[src/rtl/maze_solver_ctrl.sv]
// maze_solver_ctrl
// ----------------
// Depth-first maze-walk controller for a 16x16 grid. Cells are encoded as
// {x[7:4], y[3:0]}. The controller owns the current-location register, a
// visited bitmap and a direction stack used for backtracking. An external
// x/y datapath turns (curLoc, dir) into the neighbouring cell (nxtLoc) and
// flags moves that would wrap past the grid edge (cntReach). Wall bits come
// from an external 256x1 maze memory with one cycle of read latency.
//
// Ports
//   clk       in   1  system clock, rising edge
//   rst       in   1  asynchronous active-high reset
//   start     in   1  begin a solve; only looked at in IDLE/DONE/FAIL
//   cntReach  in   1  move in dir from curLoc would leave the grid
//   nxtLoc    in   8  neighbour of curLoc in direction dir
//   memData   in   1  wall bit for memAddr, valid the cycle after memRd
//   curLoc    out  8  current cell
//   dir       out  2  00 y-1, 01 x+1, 10 x-1, 11 y+1 (reverse of d is ~d)
//   rgLd      out  1  pulse when curLoc takes a new cell
//   memRd     out  1  maze read strobe
//   memAddr   out  8  maze read address (the neighbour cell)
//   done      out  1  goal reached, held until next start
//   fail      out  1  no path or stack overflow, held until next start
//   pathLen   out  9  number of moves on the current path (stack depth)

module maze_solver_ctrl #(
  parameter logic [7:0] START_LOC   = 8'h00,
  parameter logic [7:0] GOAL_LOC    = 8'hFF,
  parameter int         STACK_DEPTH = 256
) (
  input  logic       clk,
  input  logic       rst,
  input  logic       start,
  input  logic       cntReach,
  input  logic [7:0] nxtLoc,
  input  logic       memData,
  output logic [7:0] curLoc,
  output logic [1:0] dir,
  output logic       rgLd,
  output logic       memRd,
  output logic [7:0] memAddr,
  output logic       done,
  output logic       fail,
  output logic [8:0] pathLen
);

  localparam int AW  = $clog2(STACK_DEPTH);
  localparam int SPW = AW + 1;

  typedef enum logic [2:0] {
    S_IDLE,
    S_CHECK,
    S_WAIT,
    S_MOVE,
    S_ADVANCE,
    S_BACK,
    S_DONE,
    S_FAIL
  } state_t;

  state_t         state_reg, state_next;
  logic [7:0]     cur_reg, cur_next;
  logic [SPW-1:0] sp_reg, sp_next;
  logic [1:0]     try_reg, try_next;
  logic           done_reg, done_next;
  logic           fail_reg, fail_next;
  logic [255:0]   visited_reg;

  logic           visit_clr;
  logic           visit_set;
  logic           push_en;

  // Direction stack. Read asynchronously so BACK can undo a move in a
  // single cycle; it is small enough to live in distributed RAM.
  logic [1:0]     stack_mem [STACK_DEPTH];
  logic [SPW-1:0] sp_m1;
  logic [AW-1:0]  top_idx;
  logic [1:0]     top_dir;

  logic           stack_full;
  logic           stack_empty;
  logic           at_goal;
  logic           nxt_visited;

  assign sp_m1       = sp_reg - SPW'(1);
  assign top_idx     = sp_m1[AW-1:0];
  assign top_dir     = stack_mem[top_idx];
  assign stack_full  = (sp_reg == SPW'(STACK_DEPTH));
  assign stack_empty = (sp_reg == '0);
  assign at_goal     = (cur_reg == GOAL_LOC);
  assign nxt_visited = visited_reg[nxtLoc];

  // ---------------------------------------------------------------------
  // Next-state and output decode
  // ---------------------------------------------------------------------
  always_comb begin
    state_next = state_reg;
    cur_next   = cur_reg;
    sp_next    = sp_reg;
    try_next   = try_reg;
    done_next  = done_reg;
    fail_next  = fail_reg;
    visit_clr  = 1'b0;
    visit_set  = 1'b0;
    push_en    = 1'b0;
    dir        = try_reg;
    rgLd       = 1'b0;
    memRd      = 1'b0;

    case (state_reg)
      S_IDLE, S_DONE, S_FAIL: begin
        if (start) begin
          cur_next   = START_LOC;
          sp_next    = '0;
          try_next   = 2'b00;
          done_next  = 1'b0;
          fail_next  = 1'b0;
          visit_clr  = 1'b1;
          state_next = S_CHECK;
        end
      end

      S_CHECK: begin
        if (at_goal) begin
          done_next  = 1'b1;
          state_next = S_DONE;
        end else if (cntReach || nxt_visited) begin
          // Edge or already explored: skip without touching memory.
          state_next = S_ADVANCE;
        end else begin
          memRd      = 1'b1;
          state_next = S_WAIT;
        end
      end

      S_WAIT: begin
        state_next = memData ? S_ADVANCE : S_MOVE;
      end

      S_MOVE: begin
        if (stack_full) begin
          fail_next  = 1'b1;
          state_next = S_FAIL;
        end else begin
          rgLd       = 1'b1;
          cur_next   = nxtLoc;
          push_en    = 1'b1;
          sp_next    = sp_reg + SPW'(1);
          visit_set  = 1'b1;
          try_next   = 2'b00;
          state_next = S_CHECK;
        end
      end

      S_ADVANCE: begin
        if (try_reg == 2'b11) begin
          state_next = S_BACK;
        end else begin
          try_next   = try_reg + 2'd1;
          state_next = S_CHECK;
        end
      end

      S_BACK: begin
        if (stack_empty) begin
          fail_next  = 1'b1;
          state_next = S_FAIL;
        end else begin
          // Step back along the reverse of the last pushed direction and
          // resume the search with the direction after it.
          dir        = ~top_dir;
          rgLd       = 1'b1;
          cur_next   = nxtLoc;
          sp_next    = sp_m1;
          try_next   = top_dir;
          state_next = S_ADVANCE;
        end
      end

      default: begin
        state_next = S_IDLE;
      end
    endcase
  end

  // ---------------------------------------------------------------------
  // Control registers
  // ---------------------------------------------------------------------
  always_ff @(posedge clk or posedge rst) begin
    if (rst) begin
      state_reg <= S_IDLE;
      cur_reg   <= START_LOC;
      sp_reg    <= '0;
      try_reg   <= 2'b00;
      done_reg  <= 1'b0;
      fail_reg  <= 1'b0;
    end else begin
      state_reg <= state_next;
      cur_reg   <= cur_next;
      sp_reg    <= sp_next;
      try_reg   <= try_next;
      done_reg  <= done_next;
      fail_reg  <= fail_next;
    end
  end

  // Visited bitmap: cleared in one cycle at the start of a run (the start
  // cell is marked immediately), bits are only ever set during a run.
  always_ff @(posedge clk or posedge rst) begin
    if (rst) begin
      visited_reg <= '0;
    end else if (visit_clr) begin
      visited_reg            <= '0;
      visited_reg[START_LOC] <= 1'b1;
    end else if (visit_set) begin
      visited_reg[nxtLoc]    <= 1'b1;
    end
  end

  // Stack contents need no reset: sp bounds every read.
  always_ff @(posedge clk) begin
    if (push_en) begin
      stack_mem[sp_reg[AW-1:0]] <= try_reg;
    end
  end

  // ---------------------------------------------------------------------
  // Outputs
  // ---------------------------------------------------------------------
  assign curLoc  = cur_reg;
  assign memAddr = nxtLoc;
  assign done    = done_reg;
  assign fail    = fail_reg;
  assign pathLen = 9'(sp_reg);

  // A read and a location commit belong to different states.
  assert property (@(posedge clk) disable iff (rst) !(memRd && rgLd));

endmodule

[config.mk]
export PLATFORM = sky130hd
export DESIGN_NAME = maze_solver_ctrl
export DESIGN_NICKNAME = d
export VERILOG_FILES = /design/src/rtl/maze_solver_ctrl.sv
export SDC_FILE = /design/constraint.sdc
export NUM_CORES = 1
export LEC_CHECK = 0
export CAP_MARGIN = 0
export CORE_MARGIN = 3
export CORE_UTILIZATION = 55
export CTS_BUF_LIST = sky130_fd_sc_hd__clkbuf_4
export CTS_CLUSTER_SIZE = 25
export DETAILED_ROUTE_END_ITERATION = 12
export PLACE_DENSITY = 0.78
export SETUP_SLACK_MARGIN = 0.02
export SYNTH_ARGS = -nofsm -noshare
export SYNTH_HDL_FRONTEND = slang
export SYNTH_SLANG_ARGS = --single-unit
[constraint.sdc]
create_clock -name clk -period 16.73 [get_ports clk]
set_input_delay 5.019 -clock clk [delete_from_list [all_inputs] [get_ports clk]]
set_output_delay 5.019 -clock clk [all_outputs]
set_load 0.05 [all_outputs]
# Word level (Yosys, flattened, before mapping)
# Memory sizes are Yosys's and may differ from the RTL's.
# Cells that the tools add are included.
# Widths: inputs -> output; s select.
# word_totals
register_bits,280
ramBits,512
in_bits,13
output_inout_bits,31
word_cells,91
n_memories,1
# mem_list
memory,depth,word_bits,rd,rd_ports_with_merged_regs,wr,line,rtl
stack_mem,256,2,1,0,1,75,logic [1:0] stack_mem [STACK_DEPTH];
# op_classes
n_addsub,3
magnitude_cmp,2
eq_ne,17
n_mux,46
bitwise,2
n_reduce_logical,13
# ops
op,count
$mux 256,2
$or 256x256->256,1
$mux 9,3
$pmux 9 s3,1
$mux 8,3
$pmux 8 s3,1
$mux 3,6
$pmux 3 s6,1
$mux 1,16
$mux 2,7
$ne 2x2->1 const B,7
$eq 3x3->1 const B,4
$add 9x1->9 const B,1
$eq 9x9->1 const B,1
$logic_not 9->1,1
$lt 8x9->1 const B,1
$sub 9x1->9 const B,1
$bmux 1 s8,1
$demux 1 s8,1
$eq 8x8->1 const B,1
$ge 8x1->1 const B,1
$pmux 2 s4,1
$reduce_and 4->1,2
$eq 3x2->1 const B,2
15 further kinds,17

# Longest topological paths before layout
# Gate-level depths: netlist of the first run.
# depth
word_depth,7
mapped_depth,20
depth_no_buf,10

# Least setup slack after synthesis of the first run
# No wires, ideal clock.
# synth_path
path_type,input -> output
start,input port nxtLoc[0]
end,output port memRd
arrival_time_ps,8194
t_required_ps,11711
slack_ps,3517
path_stages,9
path_buffers,2
cell_sequence,buf_6 buf_1 mux4_2 mux4_2 nor3b_1 nor4_1 nand3_1 nand4_1 nor3_1
# synth_via
elab_chain_len,6
# synth_lines
item,line,rtl
from (decl),35,"input logic [7:0] nxtLoc,"
$bmux 1 s8,91,assign nxt_visited = visited_reg[nxtLoc];
$mux 1 (implied by the code),91,
$logic_or 1x1->1,127,end else if (cntReach || nxt_visited) begin
$mux 1,127,
$mux 1,124,if (at_goal) begin
$mux 1,110,case (state_reg)
to (decl),40,"output logic memRd,"
# No other way between the ends. The select of a mux whose other input is x is not followed.

# Worst setup path after layout of the first run
# Same ends and word-level chain as after synthesis.

==> impl_metrics.yaml, run 1 <==
yosys:
  synth_top_family_by_area: "multiplexers"
  synth_fa_ha_area_share_pct: 0.185
  synth_compound_area_share_pct: 5.86
  ys_types: 65
  synth_simple_gate_area_share_pct: 10.2
  synth-main-ff-cell: "edfxtp_1"
  synthesis.area_um2: 33900
  syn_nets: 2465
  synth_mux_area_share_pct: 14.8
  ys_async_sr_fraction_pct: 35.4
  ys_seq_elements: 792
  synth-seq-area-share_pct: 66.0
  ys_warn_count: 0
  synth-edff-count: 512
  syn_avg_cell_area_um2: 13.9
  syn_inst: 2447
  yosys.area_share.xor_xnor_pct: 0.310
status:
  status: "finished clean"
grt:
  grt_max_degree: 259
  grt_pass1_vias: 22934
  grt-ovfl-total: 0
  grt_util_all_layers_pct: 26.5
  antenna_found_initial: 3
  grt_pass1_wl_um: 130000
floorplan:
  io_pins: 44
  core_um2: 60700
  placementRows: 90
  die_y_um: 254
  initial_utilization_pct: 55.9
  die_w_um: 254
  die_area_um2: 64700
power:
  seqPwrFrac_pct: 38.3
  sw_frac_of_total_pct: 36.7
  powerDensity_nw_per_um2: 162
  ir_worst_vdd_v: 0.000371
  p_leak_nw: 13.9
  p_int_mw: 3.82
  pwr-share-clk_pct: 26.0
  combPwrFrac_pct: 35.6
  p_sw_mw: 2.21
flow_run:
  drv_cap: 0
routing:
  drc: 0
  top_layer: "met4"
  viasPerCell: 6.42
  routed-wl-met2_um: 39500
  detail-route-antenna-nets: 0
  vias: 22215
  wl_met3_um: 9450
  finalWirelength_um: 83500
  dr.pass1.iters: 7
  drt_iter0_drc: 3001
  wl_per_cell_um: 24.1
  met1Wirelength_um: 31600
setup_path:
  critPathArrivalTime_ps: 9370
  r2r_slack_ps: 11500
  slowest_stage: "clkdlybuf4s50_1"
  crit_fanout: 46
  crit_path_cell_trace: "buf_4, buf_4, mux4_2, mux4_2, a22o_1, a2111oi_2, nand4_1, nor3_1, clkdlybuf4s50_1"
  cp_slowest_stage_delay_ps: 840
  start_kind: "primary input"
  worstSetupPathType: "primary input to output pin"
  required_ps: 11710
  end_kind: "output pin"
clock_network:
  clk_latency_ps: 1040
  path_clk_slew_ps: 60
  clk_path_buf_depth: 3
  clkSinkCount: 792
  ctsHoldBuffers: 0
  tritoncts: "built"
  htree_levels: 4
  post_cts_resized: 0
  cts_setup_buffers: 0
  cts-root-buf: "clkbuf_4"
  cts-buffers-inserted: 192
finish:
  drive_above_1_share_pct: 22.2
  largest_register_ffs: 512
  fin_nets: 2548
  syn2layout_area_growth_pct: 10.2
  stdcell_area_um2: 37400
timing:
  rsz0062_at_grt: "no"
  tns_ps: 0
  holdWs_ps: 488
  maxSlewHeadroom_pct: 0.0992
  hold_viol: 0
  finalClockSkew_ps: 77.7
  setup_violations: 0
  max_freq_mhz: 69.5
  tightest_slew_ps: 1500
  finalMaxSlewViolations: 0
  period_share_pct: 86.0
  layout_min_cycle_time_ps: 14390
placement:
  placement.io_buffers: 43
  place_congestion: 0.899
  dp_hpwl_um: 49900
  dpl_cell_area_um2: 34900
worst_hold_path:
  min_path_type: "flop to flop"
## cells in the final DEF, fill, tap and decap left out, types with 9 or more instances in the layout
cell,Yosys,final
nor2b_1,9,9
buf_4,16,49
nor2_1,554,553
and3_1,16,16
edfxtp_1,512,512
dfrtp_1,280,277
clkdlybuf4s50_1,0,41
nor3_2,0,9
nand2_1,120,120
clkbuf_4,0,284
mux4_2,206,206
nand2b_1,9,9
a22o_1,9,9
nand3_1,37,37
nor3_1,36,27
mux2i_1,34,34
nand4_1,22,22
clkinv_1,1,34
a21oi_1,269,269
o21ai_0,22,22
## synthesized netlist by cell type, types with 3 or more instances
cell type | instances | area share [%]
mux4_2 | 206 | 14
nor4_1 | 6 | 0.11
o22ai_1 | 6 | 0.11
a2111oi_0 | 3 | 0.078
buf_2 | 27 | 0.40
buf_1 | 10 | 0.11
nand3_1 | 37 | 0.55
a22o_1 | 9 | 0.23
a211oi_1 | 5 | 0.11
and3_1 | 16 | 0.30
ha_1 | 5 | 0.18
o211ai_1 | 4 | 0.089
nand2b_1 | 9 | 0.17
mux2i_1 | 34 | 1.0
a21oi_1 | 269 | 4.0
edfxtp_1 | 512 | 45
nand2_1 | 120 | 1.3
a311oi_1 | 6 | 0.15
nor2_1 | 554 | 6.1
mux2_2 | 3 | 0.10
a31oi_1 | 7 | 0.13
clkbuf_1 | 147 | 1.6
nor3_1 | 36 | 0.53
xnor2_1 | 6 | 0.15
nor2b_1 | 9 | 0.17
or3_1 | 4 | 0.074
inv_1 | 6 | 0.066
a32oi_1 | 3 | 0.078
o21ai_0 | 22 | 0.32
buf_4 | 16 | 0.35
nand4_1 | 22 | 0.41
buf_6 | 3 | 0.10
dfrtp_1 | 280 | 21
o31ai_1 | 5 | 0.11
and2_1 | 6 | 0.11
## final timing paths
| check | from | to | cells after the start |
|---|---|---|---|
| worst max-delay path | nxtLoc[0] | memRd | 9 |
| worst min-delay path | visited_reg[14] | visited_reg[14] | 2 |
| worst max register to register | pathLen[0] | try_reg[0] | 11 |
| worst min register to register | visited_reg[14] | visited_reg[14] | 2 |
| max in group asynchronous | rst | visited_reg[137] | 3 |
| min in group asynchronous | rst | state_reg[0] | 2 |
## worst max-delay path, delay by kind of cell
family | cells | cell delay, ps
buffers and inverters | 3 | 2020
and+or+nand+nor | 2 | 550
muxes | 2 | 1060
AOI/OAI and AO/OA | 2 | 610
## stage by stage
stage	worst slack (ps)	total power, mW	std cells	utilization (%)
floorplan	3520	3.84	2447	-
global placement	2400	4.42	3118	57.6
detailed placement	2280	4.47	3118	57.6
CTS	2260	6.03	3455	61.6
global route	2050	6.29	3460	61.6
finish	2340	6.04	3460	61.6
## layer usage
layer | global-route usage, % | up-vias
met1 | 36.2 | 11138
li1 | - | 9383
met3 | 7.12 | 235
met5 | 0 | -
met2 | 40.4 | 1459
met4 | 12.4 | 0
## area by class of cell
class	count	area (µm²)
antenna	5	12.5
clock buffer	284	2130
clock inverter	53	294
fill	4403	23300
inverter	7	33.8
multi-input combinational	1445	10700
sequential	792	22400
tap	782	978
timing repair buffer	92	803
## kinds of logic (layout without fill, tap and decap cells)
| kind of cell | count (synthesis) | count (layout) |
|---|---|---|
| multiplexers | 243 | 243 |
| AO/OA/AOI/OAI | 356 | 356 |
| AND/OR/NAND/NOR | 832 | 832 |
| flip-flops | 792 | 792 |
| other | 0 | 5 |
| adder cells (fa/ha/maj) | 5 | 5 |
| XOR/XNOR | 9 | 9 |
| buffers and inverters | 210 | 436 |
## power groups by stage
stage | Combinational, mW | Sequential, mW | Clock (mW)
6_report | 2.15 | 2.31 | 1.57
2_1_floorplan | 1.45 | 2.39 | 0
5_1_grt | 2.27 | 2.32 | 1.70
4_1_cts | 2.12 | 2.31 | 1.60
3_5_place_dp | 2.12 | 2.35 | 0
3_3_place_gp | 2.07 | 2.35 | 0
(Power assumes the default switching activity.)
==> inputs of run 2 (changes only) <==
--- a/config.mk
+++ b/config.mk
@@ -11,6 +11,7 @@
 export CTS_BUF_LIST = sky130_fd_sc_hd__clkbuf_4
 export CTS_CLUSTER_SIZE = 25
 export DETAILED_ROUTE_END_ITERATION = 12
+export HOLD_SLACK_MARGIN = 0.05
 export PLACE_DENSITY = 0.78
 export SETUP_SLACK_MARGIN = 0.02
 export SYNTH_ARGS = -nofsm -noshare
==> results of run 2 <==
Final layout, timing and power as in run 1 (identical DEF).
==> variant: new RTL, settings of run 2 <==
Change the parameter `STACK_DEPTH` from 256 to 128.
--- a/src/rtl/maze_solver_ctrl.sv
+++ b/src/rtl/maze_solver_ctrl.sv
@@ -26,7 +26,7 @@
 module maze_solver_ctrl #(
   parameter logic [7:0] START_LOC   = 8'h00,
   parameter logic [7:0] GOAL_LOC    = 8'hFF,
-  parameter int         STACK_DEPTH = 256
+  parameter int         STACK_DEPTH = 128
 ) (
   input  logic       clk,
   input  logic       rst,
Function: not settled (the Yosys comparison gave no result); the edit may change what the design does.
==> variant against run 2 <==
  * Power fell by 37%
  * Core utilization fell by 0.14 points
  * Clock skew fell by 0.012 ns
  * Hold slack barely moved
  * Via count fell by 26%
  * Worst setup slack improved by 0.34 ns
  * Combinational power fell by 46%
  * Wire length fell by 30%
  * Sequential cell count fell by 257
  * Synthesized area fell by 31%
  * Design area fell by 31%
  * Largest cell class unchanged
  * Largest power group unchanged
==> variant: results (changes against run 2) <==
final_nets: 1975  # was 2,548
power_frac_comb: 0.306  # was 0.356
async_reset_ff_frac: 0.521  # was 0.354
ys_types: 58  # was 65
status: "complete, no violations"  # unchanged
powerClk_w: 0.00108  # was 0.00157 W
synth-main-ff-cell: "dfrtp_1"  # was edfxtp_1
portBuffers: 42  # was 43
synthAdderAreaFrac: 0.00159  # was 0.00185
startpoint: "nxtLoc[1]"  # was nxtLoc[0]
p_leak_nw: 10.5  # was 13.9 nW
cts_made_buffers: 131  # was 192
drive_gt1_frac: 0.184  # was 0.222
grt_max_degree: 260  # was 259
whs_endpoint: "visited_reg[53]$_DFFE_PP0P_"  # was visited_reg[14]$_DFFE_PP0P_
postSynthCellCount: 1912  # was 2,447
synth_edf_count: 256  # was 512
slew-limit-headroom: 0.166  # was 0.000992
hold_path_startpoint: "visited_reg[53]$_DFFE_PP0P_"  # was visited_reg[14]$_DFFE_PP0P_
synth_area_leaders: "edfxtp_1 33%, dfrtp_1 30%, mux4_2 8.8%"  # was edfxtp_1 45%, dfrtp_1 21%, mux4_2 14%
synth_xor_area_frac: 0.00149  # was 0.00310
use_met2: 0.421  # was 0.404
fill_cells: 3211  # was 4,403
peakVddDrop_mv: 0.106  # was 0.371 mV
place_area_um2: 24200  # was 34,900 um2
reg2reg_to: "try_reg[1]$_DFFE_PP0P_"  # was try_reg[0]$_DFFE_PP0P_
cp_slowest_stage_delay_ns: 0.87  # was 0.84 ns
antenna_found_initial: 1  # was 3
grt_util_all_layers: 0.261  # was 0.265
finClkSkew_ns: 0.0655  # was 0.0777 ns
==> variant: cell types whose count changed after synthesis, moves of 23 or more <==
cell / change
edfxtp_1: -256
mux2_2: +23
mux2i_1: +46
clkbuf_1: -47
nor2_1: -138
mux4_2: -114
nand2_1: -68
==> variant: metal layers <==
metal  wire length (um)  share of wire
met1              22200           0.38
met2              28600           0.49
met3               5220          0.089
met4               2490          0.043
met5                  0              0
==> variant: final cells by class <==
| class | instances | share of cell area |
|---|---|---|
| Antenna cell | 1 | 0.0000967 |
| Clock buffer | 190 | 0.0551 |
| Clock inverter | 35 | 0.00831 |
| Inverter | 12 | 0.00203 |
| Multi-Input combinational cell | 1208 | 0.316 |
| Sequential cell | 535 | 0.567 |
| Tap cell | 539 | 0.0261 |
| Timing Repair Buffer | 71 | 0.0248 |
==> variant: stage by stage <==
step / total power [W] / utilization
global placement: 0.00271 / 0.575
finish: 0.00379 / 0.614
detailed placement: 0.00273 / 0.575
global route: 0.00396 / 0.614
CTS: 0.00380 / 0.614
floorplan: 0.00242 / -
